### src/rtl/prism_sp_ring_cookie_arbiter.sv
// Round-robin ring-acquire arbiter that stamps each accepted word into a cookie (channel, seq, desc addr, payload).
// Latency 1 cycle; in_ready drops for all channels while a cookie is held and out_ready is low.
module prism_sp_ring_cookie_arbiter #(
  parameter int NUM_CHANNELS      = 2,
  parameter int DATA_IN_WIDTH     = 32,
  parameter int DATA_OUT_WIDTH    = 64,
  parameter int SYSTEM_ADDR_WIDTH = 32,
  parameter int SEQ_WIDTH         = 8,
  parameter int TAG_MODE          = 1,
  localparam int CH_W = (NUM_CHANNELS > 1) ? $clog2(NUM_CHANNELS) : 1
) (
  input  logic                                      clock,
  input  logic                                      reset,
  input  logic [NUM_CHANNELS-1:0]                   in_valid,
  output logic [NUM_CHANNELS-1:0]                   in_ready,
  input  logic [NUM_CHANNELS*DATA_IN_WIDTH-1:0]     in_data,
  input  logic [NUM_CHANNELS*SYSTEM_ADDR_WIDTH-1:0] in_dma_desc_cur,
  input  logic [NUM_CHANNELS-1:0]                   seq_clear,
  output logic                                      out_valid,
  input  logic                                      out_ready,
  output logic [DATA_OUT_WIDTH-1:0]                 out_data,
  output logic [CH_W-1:0]                           out_channel
);

  localparam int PAY_W = DATA_OUT_WIDTH - CH_W - SEQ_WIDTH - SYSTEM_ADDR_WIDTH;

  logic [CH_W-1:0]              rr_ptr;
  logic [CH_W-1:0]              rr_nxt;
  logic [SEQ_WIDTH-1:0]         seq [NUM_CHANNELS];
  logic                         gnt_any;
  logic [CH_W-1:0]              gnt_idx;
  logic [DATA_IN_WIDTH-1:0]     sel_data;
  logic [SYSTEM_ADDR_WIDTH-1:0] sel_addr;
  logic [SEQ_WIDTH-1:0]         sel_seq;
  logic                         xfer;
  logic [DATA_OUT_WIDTH-1:0]    cookie;
  logic                         unused_bits;

  // Second pass overrides the wrap candidate with the lowest requester at or above rr_ptr.
  always_comb begin
    gnt_any = 1'b0;
    gnt_idx = '0;
    for (int k = NUM_CHANNELS - 1; k >= 0; k--) begin
      if (in_valid[k]) begin
        gnt_any = 1'b1;
        gnt_idx = CH_W'(k);
      end
    end
    for (int k = NUM_CHANNELS - 1; k >= 0; k--) begin
      if (in_valid[k] && (k >= int'(rr_ptr))) begin
        gnt_idx = CH_W'(k);
      end
    end
  end

  always_comb begin
    sel_data = '0;
    sel_addr = '0;
    sel_seq  = '0;
    for (int k = 0; k < NUM_CHANNELS; k++) begin
      if (int'(gnt_idx) == k) begin
        sel_data = in_data[k*DATA_IN_WIDTH +: DATA_IN_WIDTH];
        sel_addr = in_dma_desc_cur[k*SYSTEM_ADDR_WIDTH +: SYSTEM_ADDR_WIDTH];
        sel_seq  = seq[k];
      end
    end
  end

  assign xfer   = gnt_any && (!out_valid || out_ready) && !reset;
  assign rr_nxt = (int'(gnt_idx) == NUM_CHANNELS - 1) ? '0 : gnt_idx + CH_W'(1);

  always_comb begin
    in_ready = '0;
    for (int k = 0; k < NUM_CHANNELS; k++) begin
      if (xfer && (int'(gnt_idx) == k)) begin
        in_ready[k] = 1'b1;
      end
    end
  end

  // Parts of the selected word are dropped depending on TAG_MODE and payload width.
  assign unused_bits = ^{sel_data, sel_addr, sel_seq};

  if (NUM_CHANNELS < 1 || NUM_CHANNELS > 16) begin : g_bad_nc
    $fatal(1, "NUM_CHANNELS must be within 1..16");
    assign cookie = '0;
  end else if (TAG_MODE != 0 && PAY_W < 0) begin : g_bad_width
    $fatal(1, "DATA_OUT_WIDTH too narrow for tagged cookie");
    assign cookie = '0;
  end else if (TAG_MODE == 0) begin : g_pass
    assign cookie = DATA_OUT_WIDTH'(sel_data);
  end else if (PAY_W == 0) begin : g_tag_nopay
    assign cookie = {gnt_idx, sel_seq, sel_addr};
  end else begin : g_tag
    assign cookie = {gnt_idx, sel_seq, sel_addr, PAY_W'(sel_data)};
  end

  always_ff @(posedge clock) begin
    if (reset) begin
      out_valid   <= 1'b0;
      out_data    <= '0;
      out_channel <= '0;
      rr_ptr      <= '0;
      for (int k = 0; k < NUM_CHANNELS; k++) begin
        seq[k] <= '0;
      end
    end else begin
      // Clear beats increment; the cookie already captured the pre-clear value.
      for (int k = 0; k < NUM_CHANNELS; k++) begin
        if (seq_clear[k]) begin
          seq[k] <= '0;
        end else if (xfer && (int'(gnt_idx) == k)) begin
          seq[k] <= seq[k] + SEQ_WIDTH'(1);
        end
      end
      if (xfer) begin
        out_valid   <= 1'b1;
        out_data    <= cookie;
        out_channel <= gnt_idx;
        rr_ptr      <= rr_nxt;
      end else if (out_ready) begin
        out_valid <= 1'b0;
      end
    end
  end

endmodule

### config.mk
export PLATFORM = sky130hd
export DESIGN_NAME = prism_sp_ring_cookie_arbiter
export DESIGN_NICKNAME = d
export VERILOG_FILES = /design/src/rtl/prism_sp_ring_cookie_arbiter.sv
export SDC_FILE = /design/constraint.sdc
export NUM_CORES = 1
export LEC_CHECK = 0
export ABC_AREA = 1
export CORE_ASPECT_RATIO = 1.5
export CORE_MARGIN = 5
export CORE_UTILIZATION = 35
export CTS_BUF_LIST = sky130_fd_sc_hd__clkbuf_8
export CTS_CLUSTER_DIAMETER = 40
export DETAILED_ROUTE_END_ITERATION = 12
export PLACE_DENSITY = 0.69
export SLEW_MARGIN = 20
export SYNTH_ARGS = -nofsm -noshare
export SYNTH_HDL_FRONTEND = slang
export SYNTH_SLANG_ARGS = --single-unit
### constraint.sdc
create_clock -name clock -period 1.7 [get_ports clock]
set_clock_uncertainty 0.05 [all_clocks]
set_input_delay 0.17 -clock clock [delete_from_list [all_inputs] [get_ports clock]]
set_output_delay 0.17 -clock clock [all_outputs]
set_load 0.05 [all_outputs]
==> After elaboration in Yosys (flattened, before gate mapping) <==
Memories as Yosys holds them, arrays and structs flattened.
Index checks and enable logic that the tools add are counted.
{ "classes": {"add_sub_neg": 3, "n_lt_le_gt_ge": 1, "n_mux": 29, "bitwise_logic": 5, "n_reduce_logical": 9} }
{ "ops": {"columns": ["op", "n"], "rows": [
  ["2-to-1 mux 8 bit", 5],
  ["2-to-1 mux 32 bit", 1],
  ["2-to-1 mux 23 bit", 1],
  ["2-to-1 mux 1 bit", 22],
  ["adder 8 x 1 -> 8 bit, second input constant", 2],
  ["logical AND 1 bit", 5],
  ["bitwise OR 1 bit", 4],
  ["logical NOT 1 bit", 2],
  ["nonzero test 2 bit", 1],
  ["adder 1 bit, second input constant", 1],
  [">= comparator 1 bit, first input constant", 1],
  ["logical OR 1 bit", 1],
  ["inverter 1 bit", 1]
]} }
{ "totals": {"register_bits": 67, "mem_bits_rw": 16, "input_bits": 135, "out_inout_bits": 68, "word_cells": 52, "memories": 1} }
{ "mem_list": {"columns": ["name", "depth", "word_bits", "read_ports", "rd_clocked_by_memory_dff", "write_ports", "line_no", "rtl"], "rows": [
  ["seq", 2, 8, 2, 0, 2, "29", "logic [SEQ_WIDTH-1:0] seq [NUM_CHANNELS];"]
]} }

==> Logic depth before layout (Yosys ltp) <==
Gate-level depths: netlist (run 1).
{ "depth": {"ltp_word": 10, "mapped_depth": 9, "depth_no_buf": 8} }

==> Worst setup path before layout (run 1) <==
Ideal clock, no wire load.
{ "synth_timing": {"path_type": "reg2reg", "from": "register out_valid", "to": "memory seq[1][0], enable pin", "setup_time_ns": 0.337, "t_arrival_ns": 1.423, "t_required_ns": 1.313, "setup_slack_ns": -0.110, "path_stages_with_launch": 6, "n_path_buf": 0, "period_less_slack_ns": 1.810, "cell_sequence": "dfxtp_1 -> nand2_1 -> nand3_2 -> nor2_4 -> inv_1 -> nand3_1"} }
{ "synth_lines": {"columns": ["element", "line_no", "rtl"], "rows": [
  ["from (decl)", "19", "output logic out_valid,"],
  ["from (signal assigned)", "100", "out_valid <= 1'b0;"],
  ["from (signal assigned)", "117", "out_valid <= 1'b1;"],
  ["from (signal assigned)", "122", "out_valid <= 1'b0;"],
  ["to (decl)", "29", null]
]} }

==> Final worst setup path (run 1) <==
{ "layout_timing": {"from": "input port in_valid[0]", "to": "output port in_ready[1]"} }
{ "layout_between": {"elab_chain_cells": 5, "elab_cells_between_ends": 7, "classes_between": "3 x mux; 4 x reduce/logical"} }
{ "layout_rtl": {"columns": ["element", "line_no", "rtl"], "rows": [
  ["from (decl)", "14", "input logic [NUM_CHANNELS-1:0] in_valid,"],
  ["2-to-1 mux 1 bit", "44", "if (in_valid[k]) begin"],
  ["logical AND 1 bit (2 in series)", "69", "assign xfer = gnt_any && (!out_valid || out_ready) && !reset;"],
  ["logical AND 1 bit *", "75", "if (xfer && (int'(gnt_idx) == k)) begin"],
  ["2-to-1 mux 1 bit *", "75", null],
  ["to (decl)", "15", "output logic [NUM_CHANNELS-1:0] in_ready,"]
]} }
Every way passes the cells marked *; elsewhere a longest branch is shown, timed or not.

==> results of run 1 <==
[kinds of logic (layout without fill, tap and decap cells)]
logic type	after synthesis	count (layout)	synth area share, %
compound gates	70	70	8.642
buf+inv	60	237	7.284
fa+ha+maj	2	2	0.6172
xor+xnor	7	7	1.512
flops	82	82	44.44
simple gates	371	371	37.50
[where the power goes]
group	total (W)	leakage, nW	internal, W	switching, W
combinational	0.00138	1.93	0.000578	0.000803
sequential	0.00217	0.720	0.00210	0.0000754
clock	0.00133	0.0955	0.000662	0.000667
total	0.00488	2.74	0.00334	0.00155
[Yosys cell counts]
cell type,count
xnor2_1,4
buf_2,14
dfxtp_1,66
buf_1,1
or2_2,1
nand3_1,72
ha_1,2
a21oi_1,68
inv_2,4
inv_1,14
nor2_4,2
nand2_1,269
nand2_2,3
buf_6,1
edfxtp_1,16
clkbuf_1,14
nand3_2,1
nand4_1,1
xor2_1,3
o21ai_0,2
buf_4,12
nor2_1,21
nand3b_1,1
[metal layers]
layer / track usage (%) / wire (um) / up-vias / part of all wire (%)
li1: - / - / 2234 / -
met1: 19.66 / 4985 / 1926 / 41
met2: 31.05 / 6328 / 142 / 51
met3: 4.181 / 758 / 14 / 6.2
met4: 6.637 / 217 / 0 / 1.8
met5: 0 / 0 / - / 0
[state kept, by name (all words and copies together), names as in the netlist]
signal / cells
rr_ptr: 1
out_data: 64
seq: 16
out_valid: 1
[worst paths after layout]
check / start / depth (start not counted) / slack (ns) / endpoint
max: in_valid[0] / 7 / 0.10 / in_ready[1]
max reg2reg: seq[1][0] / 5 / 0.29 / seq[1][6]
min reg2reg: out_data[41] / 2 / 0.42 / out_data[41]
min: reset / 4 / 0.14 / out_data[63]
[worst reg2reg max path, delay by kind of cell, from the launching register on]
family / cells / cell delay [ns]
fa+ha+maj: 1 / 0.21
simple gates: 3 / 0.32
flops: 1 / 0.41
xor+xnor: 1 / 0.18
[metrics by stage]
| stage | area, um^2 | TNS, ns | power [W] | hold slack [ns] |
|---|---|---|---|---|
| 5_1_grt | 6142 | 0 | 0.005151 | 0.1440 |
| 2_1_floorplan | 4060 | 0 | 0.003012 | 0.2965 |
| 3_5_place_dp | 5947 | -0.3493 | 0.003608 | 0.4056 |
| 6_report | 6142 | 0 | 0.004885 | 0.1352 |
| 3_3_place_gp | 5947 | -0.1396 | 0.003590 | 0.4037 |
| 4_1_cts | 6130 | 0 | 0.004953 | 0.09928 |
[what timing repair did]
action | 4_1_cts | 5_1_grt
hold endpoints to repair | 0 | 0
pin swaps | 0 | 0
gates resized for setup | 1 | 2
endpoints found under the setup margin | 1 | 1
hold buffers | 0 | 0
[placed cells by master, fill, tap and decap left out, types with 9 or more instances in the layout]
| cell | n |
|---|---|
| dfxtp_1 | 65 |
| inv_1 | 14 |
| clkbuf_8 | 9 |
| buf_12 | 9 |
| a21oi_1 | 68 |
| clkdlybuf4s50_1 | 114 |
| buf_4 | 77 |
| edfxtp_1 | 16 |
| nor2_1 | 20 |
| nand3_1 | 71 |
| nand2_1 | 269 |
[area by class of cell]
cell class,instances,area share (%)
Multi-Input combinational cell,450,32.27
Timing Repair Buffer,203,31.23
Sequential cell,82,29.35
Tap cell,150,3.056
Clock buffer,9,2.017
Inverter,18,1.100
Clock inverter,7,0.9778
==> reports/metrics.csv, run 1 <==
stage;metric;value;unit
critical_path;Top delay family on crit path;buffers and inverters;
floorplanning;Die ar.;0.01388;mm^2
clocking;Post-CTS Setup Repair Bufs;0;
power_and_ir_drop;Leak;2.745;nW
sta;setup violators final;0;
floorplanning;IO Pins;203;
final_layout;Layout Cells excl Fill;919;
place;DPL Wire Length;9165;um
critical_path;critical path buffer and inverter count;4;
global_routing;largest net degree at the start of global routing;66;
global_routing;gr usage total;17.30;%
sta;final max-slew violation count;0;
yosys;Seq/Total Area, Yosys;44.44;%
yosys;Seq cells post-synth;82;
yosys;Yosys cell types;23;
floorplanning;Die Y;141.8;um
sta;RSZ-0062 raised after global routing;false;
detailed_routing;Routed WL;12290;um
clocking;CTS Sinks;82;
yosys;Yosys warnings;0;
status;status;finished, final reports clean;
place;gp weighted congestion;0.8561;
sta;Final Hold Fails;0;
global_routing;first-pass GRT wire length;19900;um
yosys;syn avg cell area;6.848;um^2
final_layout;FF/Latch Area;0.001803;mm^2
yosys;Net Count, Synth;729;
sta;post-route minimum period;1.598;ns
place;placed insts;903;
yosys;Synth area leader;dfxtp_1;
critical_path;Max FO, Critical Path;4;
critical_path;Crit path largest cell delay;0.52;ns
floorplanning;DIE WIDTH;97.88;um
detailed_routing;DRC viols;0;
critical_path;Worst Setup Start Kind;input pin;
critical_path;slowest CP cell;clkdlybuf4s50_1;
yosys;Syn Inst Count;592;
sta;worst rel slew slack;54.90;%
clocking;cts bufs inserted;9;
floorplanning;total core area;0.01141;mm^2
final_layout;FILL cells;1104;
place;Port-buffer cells;184;
sta;Slew @ Worst Pin;0.6765;ns
critical_path;CP cell instances;clkdlybuf4s50_1 > inv_2 > nand2_1 > nand3_4 > nor2_4 > buf_4 > buf_12;
critical_path;CP endpoint kind;primary output;
global_routing;GR Overflow Total;0;
power_and_ir_drop;peak supply drop;352.8;uV
global_routing;initial antenna violation count;0;
final_layout;share of cells above drive strength 1;14.95;%
yosys;dominant cells by area after synthesis;dfxtp_1, nand2_1, edfxtp_1;
power_and_ir_drop;PwrDens;795.3;mW/mm^2
final_layout;Multi-input gate area;0.001982;mm^2
floorplanning;Initial Utilization;35.53;%
place;DP Worst Slack;-0.03168;ns
sta;period utilization;94.02;%
detailed_routing;Iteration-0 DRC Markers;204;
clocking;worst skew pair latency;0.34;ns
detailed_routing;vias;4316;
global_routing;vias in the first global route;4178;
min_path;Worst Hold Class;in -> reg;
yosys;Post-Syn Area;0.004054;mm^2
critical_path;Critical Path RT;1.48;ns
floorplanning;# rows;48;
sta;Max Freq;0.6257;GHz
yosys;Synth top area share;32.59;%
run;Max-Cap Viols;0;
clocking;clk root buf;clkbuf_8;
final_layout;number of antenna diodes;0;
clocking;CTS max path bufs;2;
clocking;H-tree levels;3;
final_layout;NumNets Final;901;
detailed_routing;1st-pass router iterations;4;
detailed_routing;Post-DRT Antenna Nets;0;
clocking;CTS tree;done;
detailed_routing;drt wl/cell;13.37;um
detailed_routing;Vias/cell;4.696;
clocking;Worst-path clk slew;0.08;ns
critical_path;kind of critical path;in -> out;
critical_path;Critical Path AT;1.38;ns
final_layout;Area Overhead vs Synth;51.51;%
sta;final worst slack;0.1017;ns
final_layout;Final Util;53.83;%
Note: power is estimated with default switching activity, not from simulation.
==> run 2: changes to the inputs <==
- CAP_MARGIN: not set -> 20
- SKIP_CTS_REPAIR_TIMING: not set -> 1
==> run 2 against run 1 <==
Compared with the run above: routed wire length is 0.20% higher; sequential power hardly changed; combinational power is essentially flat; critical endpoint unchanged; largest cell class unchanged; global-route usage is the same.
==> reports/metrics.csv, run 2 (synthesis results as in run 1) <==
stage;metric;value;unit;change
critical_path;Max FO, Critical Path;4;;unchanged
sta;Final Hold Fails;0;;unchanged
global_routing;vias in the first global route;4178;;unchanged
detailed_routing;met2 WL post-DR;6312;um;-0.25%
sta;Fin Setup TNS;0;ns;unchanged
final_layout;number of antenna diodes;0;;unchanged
place;Placed Area;0.005947;mm^2;unchanged
place;gp weighted congestion;0.8561;;unchanged
detailed_routing;vias;4317;;+0.023%
detailed_routing;drt wl/cell;13.40;um;+0.20%
detailed_routing;Iteration-0 DRC Markers;189;;-7.4%
final_layout;NumNets Final;901;;unchanged
clocking;CTS max path bufs;2;;unchanged
critical_path;Worst Setup Start Kind;input pin;;
detailed_routing;Post-Route M1 WL;5042;um;+1.1%
power_and_ir_drop;peak supply drop;353.4;uV;+0.17%
floorplanning;Die Y;141.8;um;unchanged
sta;Slew @ Worst Pin;0.6784;ns;+0.001895 ns
global_routing;initial antenna violation count;0;;unchanged
final_layout;Top reg by flops;out_data;;
floorplanning;total core area;0.01141;mm^2;unchanged
detailed_routing;1st-pass router iterations;4;;unchanged
sta;RSZ-0062 raised after global routing;false;;
status;status;finished, final reports clean;;
critical_path;CP endpoint kind;primary output;;
final_layout;most frequent cells in the layout;nand2_1, clkdlybuf4s50_1, buf_4;;
place;DPL Wire Length;9165;um;unchanged
global_routing;largest net degree at the start of global routing;66;;unchanged
sta;final max-slew violation count;0;;unchanged
detailed_routing;top sig layer;met4;;
sta;period utilization;94.02;%;about the same
floorplanning;Initial Utilization;35.53;%;unchanged
final_layout;biggest regs;out_data x64, seq x16;;
sta;setup violators final;0;;unchanged
critical_path;Critical Path RT;1.48;ns;about the same
floorplanning;Die ar.;0.01388;mm^2;unchanged
power_and_ir_drop;total power;0.004887;W;about the same
critical_path;kind of critical path;in -> out;;
clocking;clk root buf;clkbuf_8;;
detailed_routing;DRC viols;0;;unchanged
power_and_ir_drop;Leak;2.757;nW;+0.46%
global_routing;first-pass GRT wire length;19900;um;unchanged
sta;Max Freq;0.6257;GHz;about the same
min_path;Worst Hold Class;in -> reg;;
clocking;H-tree levels;3;;unchanged
final_layout;Final Util;53.86;%;about the same
final_layout;Largest register FFs;64;;unchanged
place;Port-buffer cells;184;;unchanged
critical_path;Critical Path AT;1.38;ns;about the same
sta;post-route minimum period;1.598;ns;-0.00001400 ns
detailed_routing;met3 WL post-DR;741;um;-2.2%
detailed_routing;Vias/cell;4.697;;about the same
final_layout;cell area after layout;0.006146;mm^2;about the same
clocking;CTS tree;done;;
run;Max-Cap Viols;0;;unchanged
detailed_routing;Post-DRT Antenna Nets;0;;unchanged
floorplanning;DIE WIDTH;97.88;um;unchanged
final_layout;commonest non-fill, non-tap cell in the layout;nand2_1;;
clocking;cts bufs inserted;9;;unchanged
clocking;CTS Sinks;82;;unchanged
clocking;worst skew pair latency;0.34;ns;about the same
floorplanning;# rows;48;;unchanged
global_routing;GR Overflow Total;0;;unchanged
final_layout;share of cells above drive strength 1;14.95;%;unchanged
power_and_ir_drop;PwrDens;795.1;mW/mm^2;about the same
global_routing;gr usage total;17.30;%;unchanged
clocking;Worst-path clk slew;0.08;ns;about the same
final_layout;Area Overhead vs Synth;51.60;%;about the same
sta;worst rel slew slack;54.77;%;-0.13 points
detailed_routing;Routed WL;12310;um;+0.20%
floorplanning;IO Pins;203;;unchanged
## run 2: stage by stage
| stage | hold WS, ns | std cells | setup slack [ns] |
|---|---|---|---|
| final | 0.1351 | 919 | 0.1017 |
| after floorplan | 0.2965 | 592 | 0.07060 |
| after detailed placement | 0.4056 | 903 | -0.03168 |
| after CTS | 0.09928 | 919 | -0.02875 |
| after global placement | 0.4037 | 903 | -0.01764 |
| after global routing | 0.1440 | 919 | 0.01514 |
## run 2: report_power, final
| group | internal [W] | switching [W] | total [W] | leakage (nW) |
|---|---|---|---|---|
| clock | 0.000662 | 0.000668 | 0.00133 | 0.0955 |
| combinational | 0.000579 | 0.000803 | 0.00138 | 1.94 |
| sequential | 0.00210 | 0.0000754 | 0.00217 | 0.720 |
## run 2: layout make-up
class	count	area, um^2
clock inverter	7	60.06
sequential	82	1803
clock buffer	9	123.9
fill	1104	5265
inverter	18	67.56
multi-input combinational	450	1982
timing repair buffer	203	1922
tap	150	187.7
## run 2: worst paths after layout
kind | from | to | slack [ns] | cells past startpoint
max reg2reg | seq[1][0] | seq[1][6] | 0.29 | 5
max | in_valid[0] | in_ready[1] | 0.10 | 7
min | reset | out_data[63] | 0.14 | 4
min reg2reg | out_data[41] | out_data[41] | 0.42 | 2
## run 2: layer usage
metal	up-vias	GRT usage, %
li1	2234	-
met1	1931	19.66
met2	138	31.05
met3	14	4.181
met4	0	6.637
met5	-	0
## run 2: worst max-delay path, cell delays in order
cell	delay, ns
clkdlybuf4s50_1	0.52
inv_2	0.04
nand2_1	0.11
nand3_4	0.12
nor2_4	0.15
buf_4	0.14
buf_12	0.13
